### config.mk
export PLATFORM = sky130hd
export DESIGN_NAME = multicycle_controller
export DESIGN_NICKNAME = d
export VERILOG_FILES = /design/src/rtl/riscv_pkg.sv /design/src/rtl/imm_decoder.sv /design/src/rtl/multicycle_controller.sv
export SDC_FILE = /design/constraint.sdc
export NUM_CORES = 1
export LEC_CHECK = 0
export BUFFER_PORTS_ARGS = -buffer_cell sky130_fd_sc_hd__buf_2
export CAP_MARGIN = 30
export CORE_MARGIN = 1.5
export CORE_UTILIZATION = 35
export DETAILED_ROUTE_END_ITERATION = 10
export PLACE_DENSITY = 0.72
export SLEW_MARGIN = 20
export SYNTH_ARGS = -nofsm -noshare
export SYNTH_HDL_FRONTEND = slang
export SYNTH_SLANG_ARGS = --single-unit
### constraint.sdc
create_clock -name clk -period 1.29 [get_ports clk]
set_clock_uncertainty 0.1 [all_clocks]
set_input_delay 0.0645 -clock clk [delete_from_list [all_inputs] [get_ports clk]]
set_output_delay 0.0645 -clock clk [all_outputs]
set_load 0.01 [all_outputs]
### src/rtl/riscv_pkg.sv
// Shared RV32I multicycle control definitions: FSM states, opcodes and datapath select encodings.
package riscv_pkg;

  typedef enum logic [3:0] {
    S_FETCH    = 4'd0,
    S_DECODE   = 4'd1,
    S_MEMADR   = 4'd2,
    S_MEMREAD  = 4'd3,
    S_MEMWB    = 4'd4,
    S_MEMWRITE = 4'd5,
    S_EXECUTER = 4'd6,
    S_EXECUTEI = 4'd7,
    S_ALUWB    = 4'd8,
    S_BEQ      = 4'd9,
    S_JAL      = 4'd10
  } state_t;

  localparam logic [6:0] OP_LW  = 7'b0000011;
  localparam logic [6:0] OP_SW  = 7'b0100011;
  localparam logic [6:0] OP_R   = 7'b0110011;
  localparam logic [6:0] OP_I   = 7'b0010011;
  localparam logic [6:0] OP_BEQ = 7'b1100011;
  localparam logic [6:0] OP_JAL = 7'b1101111;

  localparam logic [1:0] IMM_I = 2'b00;
  localparam logic [1:0] IMM_S = 2'b01;
  localparam logic [1:0] IMM_B = 2'b10;
  localparam logic [1:0] IMM_J = 2'b11;

  localparam logic [1:0] ALUOP_ADD   = 2'b00;
  localparam logic [1:0] ALUOP_SUB   = 2'b01;
  localparam logic [1:0] ALUOP_FUNCT = 2'b10;

  localparam logic [1:0] SRCA_PC    = 2'b00;
  localparam logic [1:0] SRCA_OLDPC = 2'b01;
  localparam logic [1:0] SRCA_RS1   = 2'b10;

  localparam logic [1:0] SRCB_RS2  = 2'b00;
  localparam logic [1:0] SRCB_IMM  = 2'b01;
  localparam logic [1:0] SRCB_FOUR = 2'b10;

  localparam logic [1:0] RES_ALUOUT  = 2'b00;
  localparam logic [1:0] RES_MEMDATA = 2'b01;
  localparam logic [1:0] RES_ALURES  = 2'b10;

endpackage

### src/rtl/imm_decoder.sv
// Opcode to immediate-format select for the immediate extender.
module imm_decoder
  import riscv_pkg::*;
(
  input  logic [6:0] op,
  output logic [1:0] immsrc
);

  always_comb begin
    immsrc = IMM_I;
    case (op)
      OP_LW, OP_I: immsrc = IMM_I;
      OP_SW:       immsrc = IMM_S;
      OP_BEQ:      immsrc = IMM_B;
      OP_JAL:      immsrc = IMM_J;
      default:     immsrc = IMM_I;
    endcase
  end

endmodule

### src/rtl/multicycle_controller.sv
// Main control FSM of the multicycle RV32I core; stalls on mem_ready.
// Optional retired-instruction counter enabled by macro PERF_CNT_EN.
module multicycle_controller
  import riscv_pkg::*;
#(
  parameter int unsigned CNT_W = 32
) (
  input  logic             clk,
  input  logic             reset_n,
  input  logic [6:0]       op,
  input  logic             zero,
  input  logic             mem_ready,
  output logic             mem_req,
  output logic             adrsrc,
  output logic             irwrite,
  output logic             pcwrite,
  output logic             regwrite,
  output logic             memwrite,
  output logic [1:0]       alusrca,
  output logic [1:0]       alusrcb,
  output logic [1:0]       resultsrc,
  output logic [1:0]       aluop,
  output logic [1:0]       immsrc,
  output logic             illegal,
  output logic [CNT_W-1:0] instret
);

  state_t     state, state_next;
  logic       pcupdate, branch;
  logic [1:0] imm_raw;

  imm_decoder u_imm_decoder (
    .op     (op),
    .immsrc (imm_raw)
  );

  always_ff @(posedge clk or negedge reset_n) begin
    if (!reset_n) state <= S_FETCH;
    else          state <= state_next;
  end

  // Outputs decode from the state register; reset_n gates them so nothing
  // strobes while reset is held even though the state already reads FETCH.
  always_comb begin
    state_next = S_FETCH;
    mem_req    = 1'b0;
    adrsrc     = 1'b0;
    irwrite    = 1'b0;
    pcupdate   = 1'b0;
    branch     = 1'b0;
    regwrite   = 1'b0;
    memwrite   = 1'b0;
    alusrca    = SRCA_PC;
    alusrcb    = SRCB_RS2;
    resultsrc  = RES_ALUOUT;
    aluop      = ALUOP_ADD;
    illegal    = 1'b0;
    immsrc     = imm_raw;
    case (state)
      S_FETCH: begin
        mem_req   = 1'b1;
        alusrcb   = SRCB_FOUR;
        resultsrc = RES_ALURES;
        if (mem_ready) begin
          irwrite    = 1'b1;
          pcupdate   = 1'b1;
          state_next = S_DECODE;
        end else begin
          state_next = S_FETCH;
        end
      end
      S_DECODE: begin
        alusrca = SRCA_OLDPC;
        alusrcb = SRCB_IMM;
        case (op)
          OP_LW, OP_SW: state_next = S_MEMADR;
          OP_R:         state_next = S_EXECUTER;
          OP_I:         state_next = S_EXECUTEI;
          OP_BEQ:       state_next = S_BEQ;
          OP_JAL:       state_next = S_JAL;
          default: begin
            state_next = S_FETCH;
            illegal    = 1'b1;
          end
        endcase
      end
      S_MEMADR: begin
        alusrca    = SRCA_RS1;
        alusrcb    = SRCB_IMM;
        state_next = (op == OP_LW) ? S_MEMREAD : S_MEMWRITE;
      end
      S_MEMREAD: begin
        mem_req    = 1'b1;
        adrsrc     = 1'b1;
        state_next = mem_ready ? S_MEMWB : S_MEMREAD;
      end
      S_MEMWB: begin
        resultsrc  = RES_MEMDATA;
        regwrite   = 1'b1;
        state_next = S_FETCH;
      end
      S_MEMWRITE: begin
        mem_req    = 1'b1;
        adrsrc     = 1'b1;
        memwrite   = 1'b1;
        state_next = mem_ready ? S_FETCH : S_MEMWRITE;
      end
      S_EXECUTER: begin
        alusrca    = SRCA_RS1;
        alusrcb    = SRCB_RS2;
        aluop      = ALUOP_FUNCT;
        state_next = S_ALUWB;
      end
      S_EXECUTEI: begin
        alusrca    = SRCA_RS1;
        alusrcb    = SRCB_IMM;
        aluop      = ALUOP_FUNCT;
        state_next = S_ALUWB;
      end
      S_ALUWB: begin
        regwrite   = 1'b1;
        state_next = S_FETCH;
      end
      S_BEQ: begin
        alusrca    = SRCA_RS1;
        alusrcb    = SRCB_RS2;
        aluop      = ALUOP_SUB;
        branch     = 1'b1;
        state_next = S_FETCH;
      end
      S_JAL: begin
        alusrca    = SRCA_OLDPC;
        alusrcb    = SRCB_FOUR;
        pcupdate   = 1'b1;
        state_next = S_ALUWB;
      end
      default: state_next = S_FETCH;
    endcase
    pcwrite = pcupdate | (branch & zero);
    if (!reset_n) begin
      mem_req   = 1'b0;
      adrsrc    = 1'b0;
      irwrite   = 1'b0;
      pcwrite   = 1'b0;
      regwrite  = 1'b0;
      memwrite  = 1'b0;
      alusrca   = '0;
      alusrcb   = '0;
      resultsrc = '0;
      aluop     = '0;
      immsrc    = '0;
      illegal   = 1'b0;
    end
  end

`ifdef PERF_CNT_EN
  logic retire;

  // JAL retires through its ALUWB, so only the writeback states count.
  assign retire = (state == S_ALUWB) || (state == S_MEMWB) || (state == S_BEQ) ||
                  ((state == S_MEMWRITE) && mem_ready);

  always_ff @(posedge clk or negedge reset_n) begin
    if (!reset_n)    instret <= '0;
    else if (retire) instret <= instret + CNT_W'(1);
  end
`else
  assign instret = '0;
`endif

endmodule

==> impl_metrics.prom <==
# TYPE chip_impl_metric gauge
chip_impl_info{name="outcome",value="finished, violations left"} 1
chip_impl_info{name="failed_checks",value="negative setup slack"} 1
chip_impl_metric{name="seq_area",unit="µm²"} 104
chip_impl_metric{name="routabilityCongestion",unit=""} 0.814
chip_impl_metric{name="finalWorstSetupSlack",unit="ns"} -0.407
chip_impl_metric{name="antenna_found_initial",unit=""} 0
chip_impl_metric{name="min_clock_period_post_route",unit="ns"} 1.70
chip_impl_metric{name="netlist_area",unit="µm²"} 887
chip_impl_metric{name="finalPower",unit="mW"} 0.683
chip_impl_metric{name="synthesis.area_per_instance",unit="µm²"} 7.58
chip_impl_metric{name="power.switching_fraction",unit="%"} 38.7
chip_impl_metric{name="numCtsBuffers",unit=""} 3
chip_impl_metric{name="synth-seq-cells",unit=""} 4
chip_impl_metric{name="core-area",unit="mm²"} 0.00243
chip_impl_metric{name="vias_per_cell",unit=""} 4.63
chip_impl_metric{name="synth-edff-count",unit=""} 0
chip_impl_metric{name="leak_pwr",unit="nW"} 0.676
chip_impl_metric{name="cp.required",unit="ns"} 1.13
chip_impl_metric{name="post_drt_wl_per_cell",unit="µm"} 12.4
chip_impl_info{name="min_delay_worst_endpoint",value="state[1]$_DFF_PN0_"} 1
chip_impl_metric{name="multi_input_area",unit="µm²"} 771
chip_impl_metric{name="netSwitchingPower",unit="mW"} 0.264
chip_impl_info{name="hp-start",value="op[1]"} 1
chip_impl_metric{name="rows",unit=""} 18
chip_impl_info{name="max_flop_register",value="state"} 1
chip_impl_info{name="largest_family_of_logic_cells_by_synthesized_area",value="simple AND/OR/NAND/NOR gates"} 1
chip_impl_metric{name="totalWireLength",unit="mm"} 2.44
chip_impl_info{name="crit_path_end_kind",value="output port"} 1
chip_impl_info{name="clock_tree_from_tritoncts",value="done"} 1
chip_impl_info{name="rsz0062_at_grt",value="yes"} 1
chip_impl_metric{name="largest_reg_flops",unit=""} 4
chip_impl_metric{name="boundaryPins",unit=""} 60
chip_impl_metric{name="ctsHtreeMaxLevel",unit=""} 1
chip_impl_metric{name="synth-compound-area-share",unit="%"} 14.8
chip_impl_metric{name="pwr-share-comb",unit="%"} 55.1
chip_impl_metric{name="placed_cells_incl_taps",unit=""} 184
chip_impl_metric{name="timing.reg2reg.worst_path_depth",unit=""} 6
chip_impl_metric{name="drt_pass1_iterations",unit=""} 3
chip_impl_metric{name="max_clock_freq",unit="MHz"} 589
chip_impl_metric{name="final_clock_period_utilization_by_the_worst_path",unit="%"} 132
chip_impl_info{name="synth.area.top_cells",value="sky130_fd_sc_hd__buf_4 (28%), sky130_fd_sc_hd__dfrtp_1 (11%), sky130_fd_sc_hd__nor2b_1 (3.5%), sky130_fd_sc_hd__nor2_1 (3.0%), sky130_fd_sc_hd__o32ai_1 (3.0%)"} 1
chip_impl_metric{name="cp.arrival",unit="ns"} 1.53
chip_impl_metric{name="finish.utilization",unit="%"} 55.8
chip_impl_metric{name="setup_total_negative_slack",unit="ns"} -5.20
chip_impl_metric{name="wire_length_of_the_first_global_routing_pass",unit="mm"} 3.54
chip_impl_metric{name="regToRegSetupSlack",unit="ns"} -0.25
chip_impl_metric{name="clk_transition_reported_paths",unit="ns"} 0.04
chip_impl_info{name="postSynth.topFlopCell",value="sky130_fd_sc_hd__dfrtp_1"} 1
chip_impl_metric{name="seqPwrFrac",unit="%"} 20.8
chip_impl_metric{name="synth-simple-area-share",unit="%"} 33.9
chip_impl_info{name="yosys.area.top_type",value="sky130_fd_sc_hd__buf_4"} 1
chip_impl_metric{name="post_route_cells_drive_above_1_share",unit="%"} 55.1
chip_impl_metric{name="clock_power_share",unit="%"} 24.2
chip_impl_metric{name="post_synth_adder_cell_area",unit="%"} 0
chip_impl_metric{name="yosys.cell_types.count",unit=""} 46
chip_impl_metric{name="grtUsageTotal",unit="%"} 17.3
chip_impl_metric{name="cell_depth_of_the_worst_hold_path",unit=""} 3
chip_impl_metric{name="layoutNonFillerInstCount",unit=""} 197
chip_impl_info{name="crit_path_start",value="state[1]$_DFF_PN0_"} 1
chip_impl_info{name="rr_startpoint",value="state[0]$_DFF_PN0_"} 1
chip_impl_info{name="final_common_cell",value="sky130_fd_sc_hd__conb_1"} 1
chip_impl_metric{name="drt-initial-drc-count",unit=""} 4
chip_impl_metric{name="clk_latency",unit="ns"} 0.25
chip_impl_metric{name="layout.nets",unit=""} 180
chip_impl_metric{name="ys_async_sr_fraction",unit="%"} 100
chip_impl_metric{name="final_antenna_diode_count",unit=""} 0
chip_impl_metric{name="cell_internal_pwr",unit="mW"} 0.419
chip_impl_metric{name="maxSlewViolCount",unit=""} 0
chip_impl_metric{name="initial_core_util",unit="%"} 36.5
chip_impl_info{name="critical_path_class",value="reg2out"} 1
chip_impl_metric{name="grt.overflow.total",unit=""} 0
chip_impl_metric{name="max-clock-path-buffers",unit=""} 2
chip_impl_metric{name="ir_drop",unit="mV"} 0.404
chip_impl_metric{name="floorplan.die_area",unit="mm²"} 0.00285
chip_impl_metric{name="post_synth_mux_area_share",unit="%"} 2.40
chip_impl_info{name="cts_root_buffer",value="sky130_fd_sc_hd__clkbuf_4"} 1
chip_impl_metric{name="dp_hpwl",unit="mm"} 1.61
chip_impl_metric{name="detailroute.via_count",unit=""} 912
chip_impl_metric{name="synthesis.instances",unit=""} 117
chip_impl_metric{name="p_per_area",unit="mW/mm²"} 503
chip_impl_metric{name="cts_sinks",unit=""} 4
chip_impl_metric{name="cp_max_fo",unit=""} 5
chip_impl_metric{name="synth_xor_xnor_area_share",unit="%"} 3.95
chip_impl_metric{name="die-width",unit="µm"} 53.3
chip_impl_metric{name="drc",unit=""} 0
chip_impl_metric{name="area.growth.synth_to_final",unit="%"} 53.0
chip_impl_metric{name="number_of_warnings_reported_in_the_yosys_synthesis_log",unit=""} 0
chip_impl_metric{name="filler_cell_count",unit=""} 233
chip_impl_metric{name="seq_area_frac_synth",unit="%"} 11.3
chip_impl_metric{name="worst_setup_slack_post_dpl",unit="ns"} -0.193
chip_impl_metric{name="yosys.area.top_type_share",unit="%"} 27.9
chip_impl_info{name="reg.largest.list",value="state x4"} 1
chip_impl_metric{name="setup-violations-final",unit=""} 19
chip_impl_info{name="worstSetupStartpointType",value="register"} 1
chip_impl_metric{name="grt_start_max_net_pins",unit=""} 10
chip_impl_metric{name="port-buffer-count",unit=""} 27
chip_impl_metric{name="first_global_vias",unit=""} 805
chip_impl_info{name="regToRegEndpoint",value="state[2]$_DFF_PN0_"} 1
chip_impl_metric{name="postRouteAntennaNets",unit=""} 0
chip_impl_metric{name="max_cap_viol_count",unit=""} 0
chip_impl_metric{name="timing_hold_violations_final",unit=""} 0
chip_impl_info{name="worstHoldPathType",value="in2reg"} 1
chip_impl_info{name="most-common-layout-cells",value="sky130_fd_sc_hd__conb_1 (32), sky130_fd_sc_hd__buf_2 (24), sky130_fd_sc_hd__buf_6 (17)"} 1
chip_impl_metric{name="die_h",unit="µm"} 53.3
-- area by class of cell --
| type | instances | share of cell area, % |
|---|---|---|
| well taps | 30 | 2.76 |
| clock buffers | 3 | 1.66 |
| repair buffers | 54 | 30.3 |
| inverters | 3 | 0.829 |
| multi-input cells | 103 | 56.8 |
| flip-flops and latches | 4 | 7.65 |
-- cell families (layout without fill, tap and decap cells) --
group / after synthesis / in the layout
simple gates: 47 / 47
buf+inv: 41 / 60
compound gates: 18 / 18
xor+xnor: 4 / 4
flops: 4 / 4
mux: 2 / 2
other cells: 1 / 32
-- how the worst max path moves through the flow --
stage / end / slack [ns] / depth (start not counted)
final: irwrite / -0.41 / 4
after global routing: alusrcb[0] / -0.47 / 5
after CTS: irwrite / -0.42 / 4
after detailed placement: irwrite / -0.19 / 4
after global placement: illegal / -0.19 / 4
after floorplan: pcwrite / -0.09 / 3
-- layer usage --
| layer | vias to the layer above | routed length, µm | GRT usage [%] |
|---|---|---|---|
| met5 | - | 0 | 0 |
| met4 | 0 | 67 | 6.84 |
| met3 | 6 | 126 | 2.82 |
| met2 | 38 | 1290 | 34.4 |
| met1 | 426 | 955 | 17.4 |
| li1 | 442 | - | - |
-- worst max-delay path, cell delays in order, from the launching register on --
cell	delay [ns]
sky130_fd_sc_hd__dfrtp_2	0.43
sky130_fd_sc_hd__or3b_4	0.44
sky130_fd_sc_hd__nor3_4	0.16
sky130_fd_sc_hd__and2_4	0.17
sky130_fd_sc_hd__buf_6	0.09
-- metrics by stage --
step	hold slack [ns]	area, µm²
final	0.0390	1360
after global routing	0.0579	1360
after CTS	0.0370	1240
after detailed placement	-0.0893	1050
after global placement	-0.0955	1050
after floorplan	-0.331	1040
-- synth_stat cells, types with 2 or more instances --
master,count
sky130_fd_sc_hd__nor2_1,7
sky130_fd_sc_hd__nand2_1,4
sky130_fd_sc_hd__nand3_1,2
sky130_fd_sc_hd__or2b_1,2
sky130_fd_sc_hd__inv_1,3
sky130_fd_sc_hd__dfrtp_1,4
sky130_fd_sc_hd__buf_4,33
sky130_fd_sc_hd__and2_1,2
sky130_fd_sc_hd__or3b_1,2
sky130_fd_sc_hd__nand2b_1,3
sky130_fd_sc_hd__o32ai_1,3
sky130_fd_sc_hd__and3_1,2
sky130_fd_sc_hd__buf_6,2
sky130_fd_sc_hd__nor3_1,4
sky130_fd_sc_hd__a21oi_1,3
sky130_fd_sc_hd__xor2_1,2
sky130_fd_sc_hd__nor2b_1,5
sky130_fd_sc_hd__xnor2_1,2
sky130_fd_sc_hd__nor3b_1,2
sky130_fd_sc_hd__o21ai_0,2
sky130_fd_sc_hd__a211oi_1,3
-- power groups by stage --
stage                     clock (mW)  sequential, mW  combinational, mW
after detailed placement           0           0.141              0.270
after CTS                      0.167           0.141              0.321
after global placement             0           0.141              0.265
after global routing           0.176           0.142              0.408
after floorplan                    0           0.137              0.248
final                          0.165           0.142              0.376
-- what timing repair did --
| item | in CTS | in global routing |
|---|---|---|
| resized for setup | 29 | 20 |
| hold buffers | 1 | 0 |
| setup buffers | 5 | 4 |
| pin swaps | 9 | 7 |
| setup endpoints to repair | 19 | 19 |
| endpoints found under the hold margin | 4 | 0 |
Power figures use the tool's default switching activity.
